===== config.mk =====
export PLATFORM = sky130hd
export DESIGN_NAME = instr_assembler_decoder_flat
export DESIGN_NICKNAME = d
export VERILOG_FILES = /design/src/rtl/instr_assembler_decoder_if.sv /design/src/rtl/instr_assembler_decoder.sv /design/src/flat_wrapper.sv
export SDC_FILE = /design/constraint.sdc
export NUM_CORES = 1
export LEC_CHECK = 0
export BUFFER_PORTS_ARGS = -buffer_cell sky130_fd_sc_hd__buf_4
export CAP_MARGIN = 20
export CORE_MARGIN = 10
export CORE_UTILIZATION = 40
export DETAILED_ROUTE_END_ITERATION = 7
export PLACE_DENSITY_LB_ADDON = 0.12
export SKIP_LAST_GASP = 1
export SLEW_MARGIN = 20
export SYNTH_ARGS = -nofsm -noshare
export SYNTH_HDL_FRONTEND = slang
export SYNTH_SLANG_ARGS = --single-unit

===== constraint.sdc =====
create_clock -name clock -period 4.5 [get_ports clock]
set_input_delay 0.9 -clock clock [delete_from_list [all_inputs] [get_ports clock]]
set_output_delay 0.9 -clock clock [all_outputs]
set_load 0.01 [all_outputs]

===== src/rtl/instr_assembler_decoder_if.sv =====
// Byte-in / decoded-record-out bundle between the memory bus, the assembler and the FSA.
// master = bus/FSA side, slave = assembler side.
interface instr_assembler_decoder_if #(
    parameter int IMM_BYTES = 2
);
    logic [7:0]             byte_in;
    logic                   byte_valid;
    logic                   byte_ready;
    logic [2:0]             flags_in;
    logic                   dec_valid;
    logic                   dec_ready;
    logic [16:0]            dec_class;
    logic [7:0]             dec_op;
    logic [8*IMM_BYTES-1:0] dec_imm;
    logic                   dec_taken;
    logic                   dec_illegal;

    modport master (
        output byte_in, byte_valid, flags_in, dec_ready,
        input  byte_ready, dec_valid, dec_class, dec_op, dec_imm, dec_taken, dec_illegal
    );

    modport slave (
        input  byte_in, byte_valid, flags_in, dec_ready,
        output byte_ready, dec_valid, dec_class, dec_op, dec_imm, dec_taken, dec_illegal
    );
endinterface


===== src/rtl/instr_assembler_decoder.sv =====
// Assembles 1-byte and GOTO+imm instructions, decodes class/branch, queues records (DEPTH) for the FSA.
// Latency: final byte accepted at edge N -> record at queue head after edge N when the queue was empty.
// Backpressure: final byte stalled while queue full (unless popped same edge), HALT hold; DEC_ILLEGAL_TRAP_EN adds sticky illegal trap.
module instr_assembler_decoder #(
    parameter int IMM_BYTES = 2,
    parameter int DEPTH     = 2
) (
    input  logic                     clock,
    input  logic                     reset,
    instr_assembler_decoder_if.slave bus
);
    localparam int IMM_W = 8 * IMM_BYTES;
    localparam int PTR_W = (DEPTH > 1) ? $clog2(DEPTH) : 1;
    localparam int CNT_W = $clog2(DEPTH + 1);

    typedef enum logic {ST_OPC, ST_IMM} state_t;

    typedef struct packed {
        logic [16:0]      cls;
        logic [7:0]       op;
        logic [IMM_W-1:0] imm;
        logic             taken;
        logic             illegal;
    } rec_t;

    function automatic logic [16:0] classify(input logic [7:0] op);
        logic [16:0] c;
        c = '0;
        if      (op[7:6] == 2'b00)                 c[0] = 1'b1;
        else if (op[7:6] == 2'b01)                 c[2] = 1'b1;
        else if (op[7:4] == 4'b1000)               c[1] = 1'b1;
        else if (op[7:2] == 6'b100100)             c[4] = 1'b1;
        else if (op[7:2] == 6'b100110)             c[5] = 1'b1;
        else if (op == 8'hB0)                      c[3] = 1'b1;
        else if (op == 8'hAE)                      c[7] = 1'b1;
        else if (op[7:3] == 5'b10100 && !op[0])    c[6] = 1'b1;
        else if (op[7:3] == 5'b10101 && !op[0])    c[8] = 1'b1;
        else if (op[7:6] == 2'b11) begin
            // Exact variants claim their own bit and leave the general GOTO bit clear.
            case (op)
                8'hE0:   c[10] = 1'b1;
                8'hE6:   c[11] = 1'b1;
                8'hE7:   c[12] = 1'b1;
                8'hF0:   c[13] = 1'b1;
                8'hE8:   c[14] = 1'b1;
                8'hE4:   c[15] = 1'b1;
                8'hE2:   c[16] = 1'b1;
                default: c[9]  = 1'b1;
            endcase
        end
        return c;
    endfunction

    // 11dscznx; flags = {sign, carry, zero}. 0xE0 evaluates to 0, JUMP/CALL (z&n) always to 1.
    function automatic logic branch_taken(input logic [7:0] op, input logic [2:0] f);
        return (op[7:6] == 2'b11) &
               ((op[4] & f[2]) | (op[3] & ~f[1]) | (op[2] & f[0]) | (op[1] & ~f[0]));
    endfunction

    function automatic logic [PTR_W-1:0] ptr_inc(input logic [PTR_W-1:0] p);
        return (p == PTR_W'(DEPTH - 1)) ? '0 : p + 1'b1;
    endfunction

    state_t           state;
    logic [2:0]       imm_cnt;
    logic [7:0]       op_reg;
    logic [IMM_W-1:0] imm_sr;
    logic [IMM_W-1:0] imm_next;
    rec_t             mem [DEPTH];
    rec_t             head;
    rec_t             rec_in;
    logic [PTR_W-1:0] wr_ptr;
    logic [PTR_W-1:0] rd_ptr;
    logic [CNT_W-1:0] count;
    logic             halt_hold;
    logic             trap;
    logic             head_vld;
    logic             full;
    logic             final_byte;
    logic             byte_rdy;
    logic             byte_fire;
    logic             push;
    logic             pop;

    assign head_vld   = (count != '0);
    assign full       = (count == CNT_W'(DEPTH));
    assign head       = mem[rd_ptr];
    assign pop        = head_vld & bus.dec_ready;
    assign final_byte = (state == ST_OPC) ? (bus.byte_in[7:6] != 2'b11)
                                          : (imm_cnt == 3'(IMM_BYTES - 1));
    // A pop in the same edge frees the slot, so a full queue only stalls when nothing drains.
    assign byte_rdy   = ~reset & ~(full & ~pop & bus.byte_valid & final_byte) & ~halt_hold & ~trap;
    assign byte_fire  = bus.byte_valid & byte_rdy;
    assign push       = byte_fire & final_byte;

    always_comb begin
        imm_next      = imm_sr << 8;
        imm_next[7:0] = bus.byte_in;
        rec_in        = '0;
        if (state == ST_OPC) begin
            rec_in.op  = bus.byte_in;
        end else begin
            rec_in.op  = op_reg;
            rec_in.imm = imm_next;
        end
        rec_in.cls     = classify(rec_in.op);
        rec_in.illegal = (rec_in.cls == '0);
        rec_in.taken   = branch_taken(rec_in.op, bus.flags_in);
    end

    always_ff @(posedge clock) begin
        if (reset) begin
            state     <= ST_OPC;
            imm_cnt   <= '0;
            op_reg    <= '0;
            imm_sr    <= '0;
            wr_ptr    <= '0;
            rd_ptr    <= '0;
            count     <= '0;
            halt_hold <= 1'b0;
`ifdef DEC_ILLEGAL_TRAP_EN
            trap      <= 1'b0;
`endif
        end else begin
            if (byte_fire) begin
                case (state)
                    ST_OPC: if (!final_byte) begin
                        state   <= ST_IMM;
                        op_reg  <= bus.byte_in;
                        imm_cnt <= '0;
                        imm_sr  <= '0;
                    end
                    ST_IMM: begin
                        imm_sr <= imm_next;
                        if (final_byte) state   <= ST_OPC;
                        else            imm_cnt <= imm_cnt + 3'd1;
                    end
                    default: state <= ST_OPC;
                endcase
            end
            if (push) wr_ptr <= ptr_inc(wr_ptr);
            if (pop)  rd_ptr <= ptr_inc(rd_ptr);
            count <= count + CNT_W'(push) - CNT_W'(pop);
            // HALT is always the youngest entry while held, so its pop ends the hold.
            if (push && rec_in.cls[7])    halt_hold <= 1'b1;
            else if (pop && head.cls[7])  halt_hold <= 1'b0;
`ifdef DEC_ILLEGAL_TRAP_EN
            if (pop && head.illegal)      trap <= 1'b1;
`endif
        end
    end

`ifndef DEC_ILLEGAL_TRAP_EN
    assign trap = 1'b0;
`endif

    always_ff @(posedge clock) begin
        if (push) mem[wr_ptr] <= rec_in;
    end

    assign bus.byte_ready  = byte_rdy;
    assign bus.dec_valid   = head_vld;
    assign bus.dec_class   = head_vld ? head.cls     : '0;
    assign bus.dec_op      = head_vld ? head.op      : '0;
    assign bus.dec_imm     = head_vld ? head.imm     : '0;
    assign bus.dec_taken   = head_vld & head.taken;
    assign bus.dec_illegal = head_vld & head.illegal;
endmodule


===== src/flat_wrapper.sv =====
// flat-port wrapper written by rule: the top's interface ports become plain ports
module instr_assembler_decoder_flat 
#(
    parameter int IMM_BYTES = 2,
    parameter int DEPTH     = 2
)
  (clock, reset, bus_byte_in, bus_byte_valid, bus_flags_in, bus_dec_ready, bus_byte_ready, bus_dec_valid, bus_dec_class, bus_dec_op, bus_dec_imm, bus_dec_taken, bus_dec_illegal);
  instr_assembler_decoder_if #(.IMM_BYTES(IMM_BYTES)) bus_i ();
  input  logic clock;
  input  logic reset;
  input wire logic [$bits(bus_i.byte_in)-1:0] bus_byte_in;
  input wire logic [$bits(bus_i.byte_valid)-1:0] bus_byte_valid;
  input wire logic [$bits(bus_i.flags_in)-1:0] bus_flags_in;
  input wire logic [$bits(bus_i.dec_ready)-1:0] bus_dec_ready;
  output wire logic [$bits(bus_i.byte_ready)-1:0] bus_byte_ready;
  output wire logic [$bits(bus_i.dec_valid)-1:0] bus_dec_valid;
  output wire logic [$bits(bus_i.dec_class)-1:0] bus_dec_class;
  output wire logic [$bits(bus_i.dec_op)-1:0] bus_dec_op;
  output wire logic [$bits(bus_i.dec_imm)-1:0] bus_dec_imm;
  output wire logic [$bits(bus_i.dec_taken)-1:0] bus_dec_taken;
  output wire logic [$bits(bus_i.dec_illegal)-1:0] bus_dec_illegal;
  assign bus_i.byte_in = bus_byte_in;
  assign bus_i.byte_valid = bus_byte_valid;
  assign bus_i.flags_in = bus_flags_in;
  assign bus_i.dec_ready = bus_dec_ready;
  assign bus_byte_ready = bus_i.byte_ready;
  assign bus_dec_valid = bus_i.dec_valid;
  assign bus_dec_class = bus_i.dec_class;
  assign bus_dec_op = bus_i.dec_op;
  assign bus_dec_imm = bus_i.dec_imm;
  assign bus_dec_taken = bus_i.dec_taken;
  assign bus_dec_illegal = bus_i.dec_illegal;
  instr_assembler_decoder #(.IMM_BYTES(IMM_BYTES), .DEPTH(DEPTH)) u_core (.clock(clock), .reset(reset), .bus(bus_i));
endmodule

Yosys cells after proc, flatten, opt, wreduce, memory -nomap -nowiden
Memory sizes are Yosys's and may differ from the RTL's. A register that Yosys moved wholly into a read port is not among the register bits.
Index checks and enable logic that the tools add are counted.
{"block": "word_totals", "register_bits": 25, "ram_bits": 86, "out_inout_bits": 45, "word_cells": 125, "n_memories": 1}
{"block": "classes", "n_addsub": 5, "n_eq_ne": 21, "n_mux": 51, "bitwise": 26, "reduce_logical": 13}
{"memory": "u_core.mem", "depth": 2, "width": 43, "rd": 1, "rd_clocked_by_memory_dff": 1, "write_ports": 1, "line_no": "instr_assembler_decoder.sv:69", "text": "rec_t mem [DEPTH];"}
{"operator": "8-bit == test, second input constant", "count": 9}
{"operator": "16-bit two-way mux", "count": 3}
{"operator": "8-bit two-way mux", "count": 5}
{"operator": "1-bit two-way mux", "count": 31}
{"operator": "14-bit two-way mux", "count": 2}
{"operator": "11-bit two-way mux", "count": 2}
{"operator": "9-bit two-way mux", "count": 2}
{"operator": "17-bit logical NOT", "count": 1}
{"operator": "17-bit two-way mux", "count": 1}
{"operator": "8-bit one-hot mux with 2 select lines", "count": 1}
{"operator": "1-bit bitwise AND", "count": 15}
{"operator": "6-bit == test, second input constant", "count": 2}
{"operator": "12-bit two-way mux", "count": 1}
{"operator": "5-bit == test, second input constant", "count": 2}
{"operator": "1-bit inverter", "count": 8}
{"operator": "7-bit OR reduction", "count": 1}
{"operator": "3-bit two-way mux", "count": 2}
{"operator": "2-bit != test, second input constant", "count": 3}
{"operator": "3-bit one-hot mux with 2 select lines", "count": 1}
{"operator": "3-bit AND reduction", "count": 2}
{"operator": "2-bit == test, second input constant", "count": 2}
{"operator": "4-bit == test, second input constant", "count": 1}
{"operator": "1-bit logical AND", "count": 4}
{"operator": "2-bit nonzero test", "count": 2}
{"operator": "other kinds (10)", "count": 13}

Longest topological paths before layout
{"block": "logic_depth", "ltp_word": 16, "mapped_depth": 10, "depth_no_buf": 10}

Least setup slack after synthesis
No wires, ideal clock.
{"block": "synth_timing", "path_type": "input port to flip-flop", "startpoint": "in bus_byte_in[7]", "endpoint": "mem u_core.mem[0][0] (netlist bit) (enable)", "arrival_ps": 3579, "t_required_ps": 4051, "setup_slack_ps": 473, "path_stages": 4, "n_path_buf": 0, "path_cell_list": "and3b_2 a21oi_4 nor3b_4 nor2b_1"}
{"block": "synth_via", "elab_chain_cells": 10}
{"element": "from (decl)", "line_no": "flat_wrapper.sv:11", "text": "input wire logic [$bits(bus_i.byte_in)-1:0] bus_byte_in;"}
{"element": "2-bit != test (*)", "line_no": "instr_assembler_decoder.sv:89", "text": "assign final_byte = (state == ST_OPC) ? (bus.byte_in[7:6] != 2'b11)"}
{"element": "1-bit two-way mux (*)", "line_no": "instr_assembler_decoder.sv:89"}
{"element": "1-bit bitwise AND", "line_no": "instr_assembler_decoder.sv:92", "text": "assign byte_rdy = ~reset & ~(full & ~pop & bus.byte_valid & final_byte) & ~halt_hold & ~trap;"}
{"element": "1-bit inverter", "line_no": "instr_assembler_decoder.sv:92"}
{"element": "1-bit bitwise AND (2 in a row)", "line_no": "instr_assembler_decoder.sv:92"}
{"element": "1-bit bitwise AND", "line_no": "instr_assembler_decoder.sv:93", "text": "assign byte_fire = bus.byte_valid & byte_rdy;"}
{"element": "1-bit bitwise AND (*)", "line_no": "instr_assembler_decoder.sv:94", "text": "assign push = byte_fire & final_byte;"}
{"element": "net u_core.push", "line_no": "instr_assembler_decoder.sv:82", "text": "logic push;"}
{"element": "1-bit two-way mux (*)", "line_no": "instr_assembler_decoder.sv:158", "text": "if (push) mem[wr_ptr] <= rec_in;"}
{"element": "1-bit two-way mux (implied by the code) (*)", "line_no": "instr_assembler_decoder.sv:158"}
{"element": "to (decl)", "line_no": "instr_assembler_decoder.sv:69"}
The timed path passes the listed nets; every way through them passes the cells marked *.

==> summary.txt <==
Layout
  • Cell area after layout: 5790 µm²
  • Final core occ: 48.2%
  • Non-Filler Instances: 598
  • Max reg flops: 86
  • Area growth from synthesis to layout: 17.8%
  • Final net count: 465
  • Share of layout cells above drive strength 1: 23.3%
  • Number of diodes: 0

Place
  • Hpwl dp: slightly below 7000 µm
  • Pre-CTS setup slack: 1.57 ns
  • PortBufs: 59
  • Final GP Congestion: 0.807
  • Dpl cell area: approximately 5500 µm²
  • Cells after DPL: 582

Outcome
  • Status: completed

Hold path
  • Hold crit path type: reg -> reg
  • Hold Path Stages: 1

Synth
  • Top FF cell, synth: edfxtp_1
  • FFs w/ async S/R, synth: 0%
  • Count of cell types in the netlist: 46
  • Synth Instances: 389
  • Yosys reg bits: 112
  • Seq/Total Area, Yosys: 63.1%
  • YS warnings: 0
  • Mapped Nets: 408
  • Post-synth EDFFs: 86
  • Avg Cell Area, Syn: approximately 13 µm²
  • Synthesized cell area: between 4000 and 5000 µm²

Pwr
  • Max rail drop VDD: 0.395 mV
  • Leak: 2.11 nW
  • Total Power: 2.78 mW
  • PwrDens: 480 nW/µm²

Clocking
  • Clk root buf: clkbuf_16
  • Sink Count: 112
  • Clk pin slew, worst setup/hold paths: 0.07 ns
  • Clock Path Buffers: 2
  • Post-cts sizing count: 0
  • Postcts setup bufs: 0
  • CTS tree: yes
  • H-Tree Depth: 3
  • Hold-fix buffers, CTS: 0
  • CTS Buf Count: 9
  • Skew-Pair Late Insertion Delay: 0.34 ns

Critical path
  • R2R Path Start: u_core.state
  • R2R depth: 6
  • Setup crit start kind: flop
  • Critical Path AT: 2.08 ns
  • RR Endpoint: u_core.mem[0][0]
  • CP Capture Type: output pin
  • Critical path class: reg -> out
  • End of the critical path: bus_dec_imm[9]
  • Crit path required time: around 3.6 ns
  • R2R setup slack: approximately 1.9 ns
  • Crit Path Max Fanout: 25

Die
  • Die height: roughly 130 µm
  • I/O pin count: 60
  • Die area: 17100 µm²
  • Starting density of the core: approximately 41%
  • Core area: 12000 µm²
  • Standard-cell rows: 40
  • Die Width: ~130 µm

Detailed routing
  • Routed wl met2: 4860 µm
  • Drt first pass iters: 4
  • Final wirelength: 10200 µm
  • WL met1: 4740 µm
  • ANT nets after route: 0
  • Vias/cell: between 5 and 6
  • # DRC: 0
  • Metal3 WL: 462 µm
  • Starting DRT DRC Count: 207
  • Drt wl/cell: 17.0 µm
  • Vias: a little over 3000
  • Max layer used: met4

STA
  • Slew Limit Fails: 0
  • Sum Neg Setup Slack: 0 ns
  • Worst slew pin tran: 0.977 ns
  • Clock Skew: 0.00656 ns
  • Final period util: ~66%
  • Peak Freq: 0.336 GHz
  • Final Hold Slack: approximately 0.47 ns
  • Setup WS post-layout: around 1.5 ns
  • Min Tclk post-route: 2.98 ns
  • Final setup fails: 0
  • Fin. Hold Viols: 0
  • RSZ-0062 raised after global routing: false
  • Slew margin rel.: a little over a third

Global route
  • Vias in the first global route: 3032
  • Grt total ovfl: 0
  • Global router's overall resource usage: 12.1%
  • Largest net degree at the start of global routing: 45
  • First-pass GRT wire length: 16000 µm
  • Antenna violations before repair: 0

Flow run
  • Max Cap Viol: 0
-- layer usage --
| metal | GRT usage [%] | vias to the layer above |
|---|---|---|
| met5 | 0 | - |
| met4 | 3.34 | 0 |
| met3 | 3.38 | 6 |
| met2 | 19.9 | 54 |
| met1 | 15.3 | 1497 |
| li1 | - | 1517 |
-- where the power goes --
| group | switching [mW] | internal, mW | leakage [nW] | total, mW |
|---|---|---|---|---|
| combinational | 0.430 | 0.373 | 0.959 | 0.803 |
| clock | 0.364 | 0.385 | 0.139 | 0.749 |
| sequential | 0.0616 | 1.17 | 1.01 | 1.23 |
| total | 0.856 | 1.93 | 2.11 | 2.78 |
-- synth_stat cells, types with 2 or more instances --
library cell / number / share of area (%)
nand3b_1: 2 / 0.31
and3b_1: 2 / 0.36
o22ai_1: 3 / 0.38
mux2i_2: 2 / 0.56
inv_1: 12 / 0.92
o22ai_2: 2 / 0.51
nand2b_1: 4 / 0.51
nor4_2: 2 / 0.51
nand2_1: 19 / 1.5
a21oi_1: 15 / 1.5
nor2_1: 68 / 5.2
dfxtp_1: 26 / 11
a22o_1: 8 / 1.4
mux2_2: 3 / 0.69
a32oi_2: 2 / 0.66
ha_1: 4 / 1.0
o21ai_0: 4 / 0.41
nor3b_1: 3 / 0.46
and2_1: 17 / 2.2
nor2b_1: 3 / 0.38
nor3_1: 10 / 1.0
mux2i_1: 45 / 9.2
clkbuf_1: 10 / 0.76
buf_2: 6 / 0.61
xnor2_1: 5 / 0.89
edfxtp_1: 86 / 53
and3_1: 2 / 0.25
nor3b_2: 4 / 1.0
nor4_1: 2 / 0.25
nand3_1: 2 / 0.20
-- layout make-up --
class	instances	area, µm²
Sequential cell	112	3100
Fill cell	1100	6220
Timing Repair Buffer	64	480
Clock buffer	10	229
Tap cell	147	184
Multi-Input combinational cell	247	1700
Inverter	12	45.0
Clock inverter	6	51.3
-- cells by family after synthesis --
family | count (synthesis) | share of synthesized area (%)
mux | 50 | 10.4
simple gates | 146 | 15.4
xor+xnor | 6 | 1.07
fa+ha+maj | 4 | 1.02
flops | 112 | 63.1
buf+inv | 30 | 2.67
compound gates | 41 | 6.36
-- how the worst min path moves through the flow --
stage,to,slack (ns),start
after floorplan,u_core.imm_sr[7],0.43,u_core.imm_sr[7]
after global placement,u_core.imm_sr[1],0.45,u_core.imm_sr[1]
after detailed placement,u_core.imm_sr[1],0.45,u_core.imm_sr[1]
after CTS,u_core.imm_sr[1],0.47,u_core.imm_sr[1]
after global routing,u_core.imm_sr[2],0.50,u_core.imm_sr[2]
final,u_core.imm_sr[1],0.47,u_core.imm_sr[1]
-- layout by cell type, fill, tap and decap left out, types with 2 or more instances in the layout --
master	count
a21oi_1	15
a22o_1	8
a32oi_2	2
and2_1	16
and3_1	2
and3b_1	2
buf_4	64
clkbuf_16	9
clkinv_4	2
dfxtp_1	25
edfxtp_1	86
ha_1	4
inv_1	12
inv_6	2
mux2_2	3
mux2i_1	45
mux2i_2	2
nand2_1	19
nand2b_1	4
nand3_1	2
nand3b_1	2
nor2_1	67
nor2b_1	2
nor3_1	10
nor3b_1	3
nor3b_2	4
nor4_1	2
nor4_2	2
o21ai_0	4
o22ai_1	3
o22ai_2	2
xnor2_1	5
-- critical path, cell delays in order, from the launching register on --
cell	delay [ns]
dfxtp_2	0.86
buf_4	0.38
mux2i_1	0.24
nor2_1	0.06
buf_4	0.18
Power figures use the tool's default switching activity.
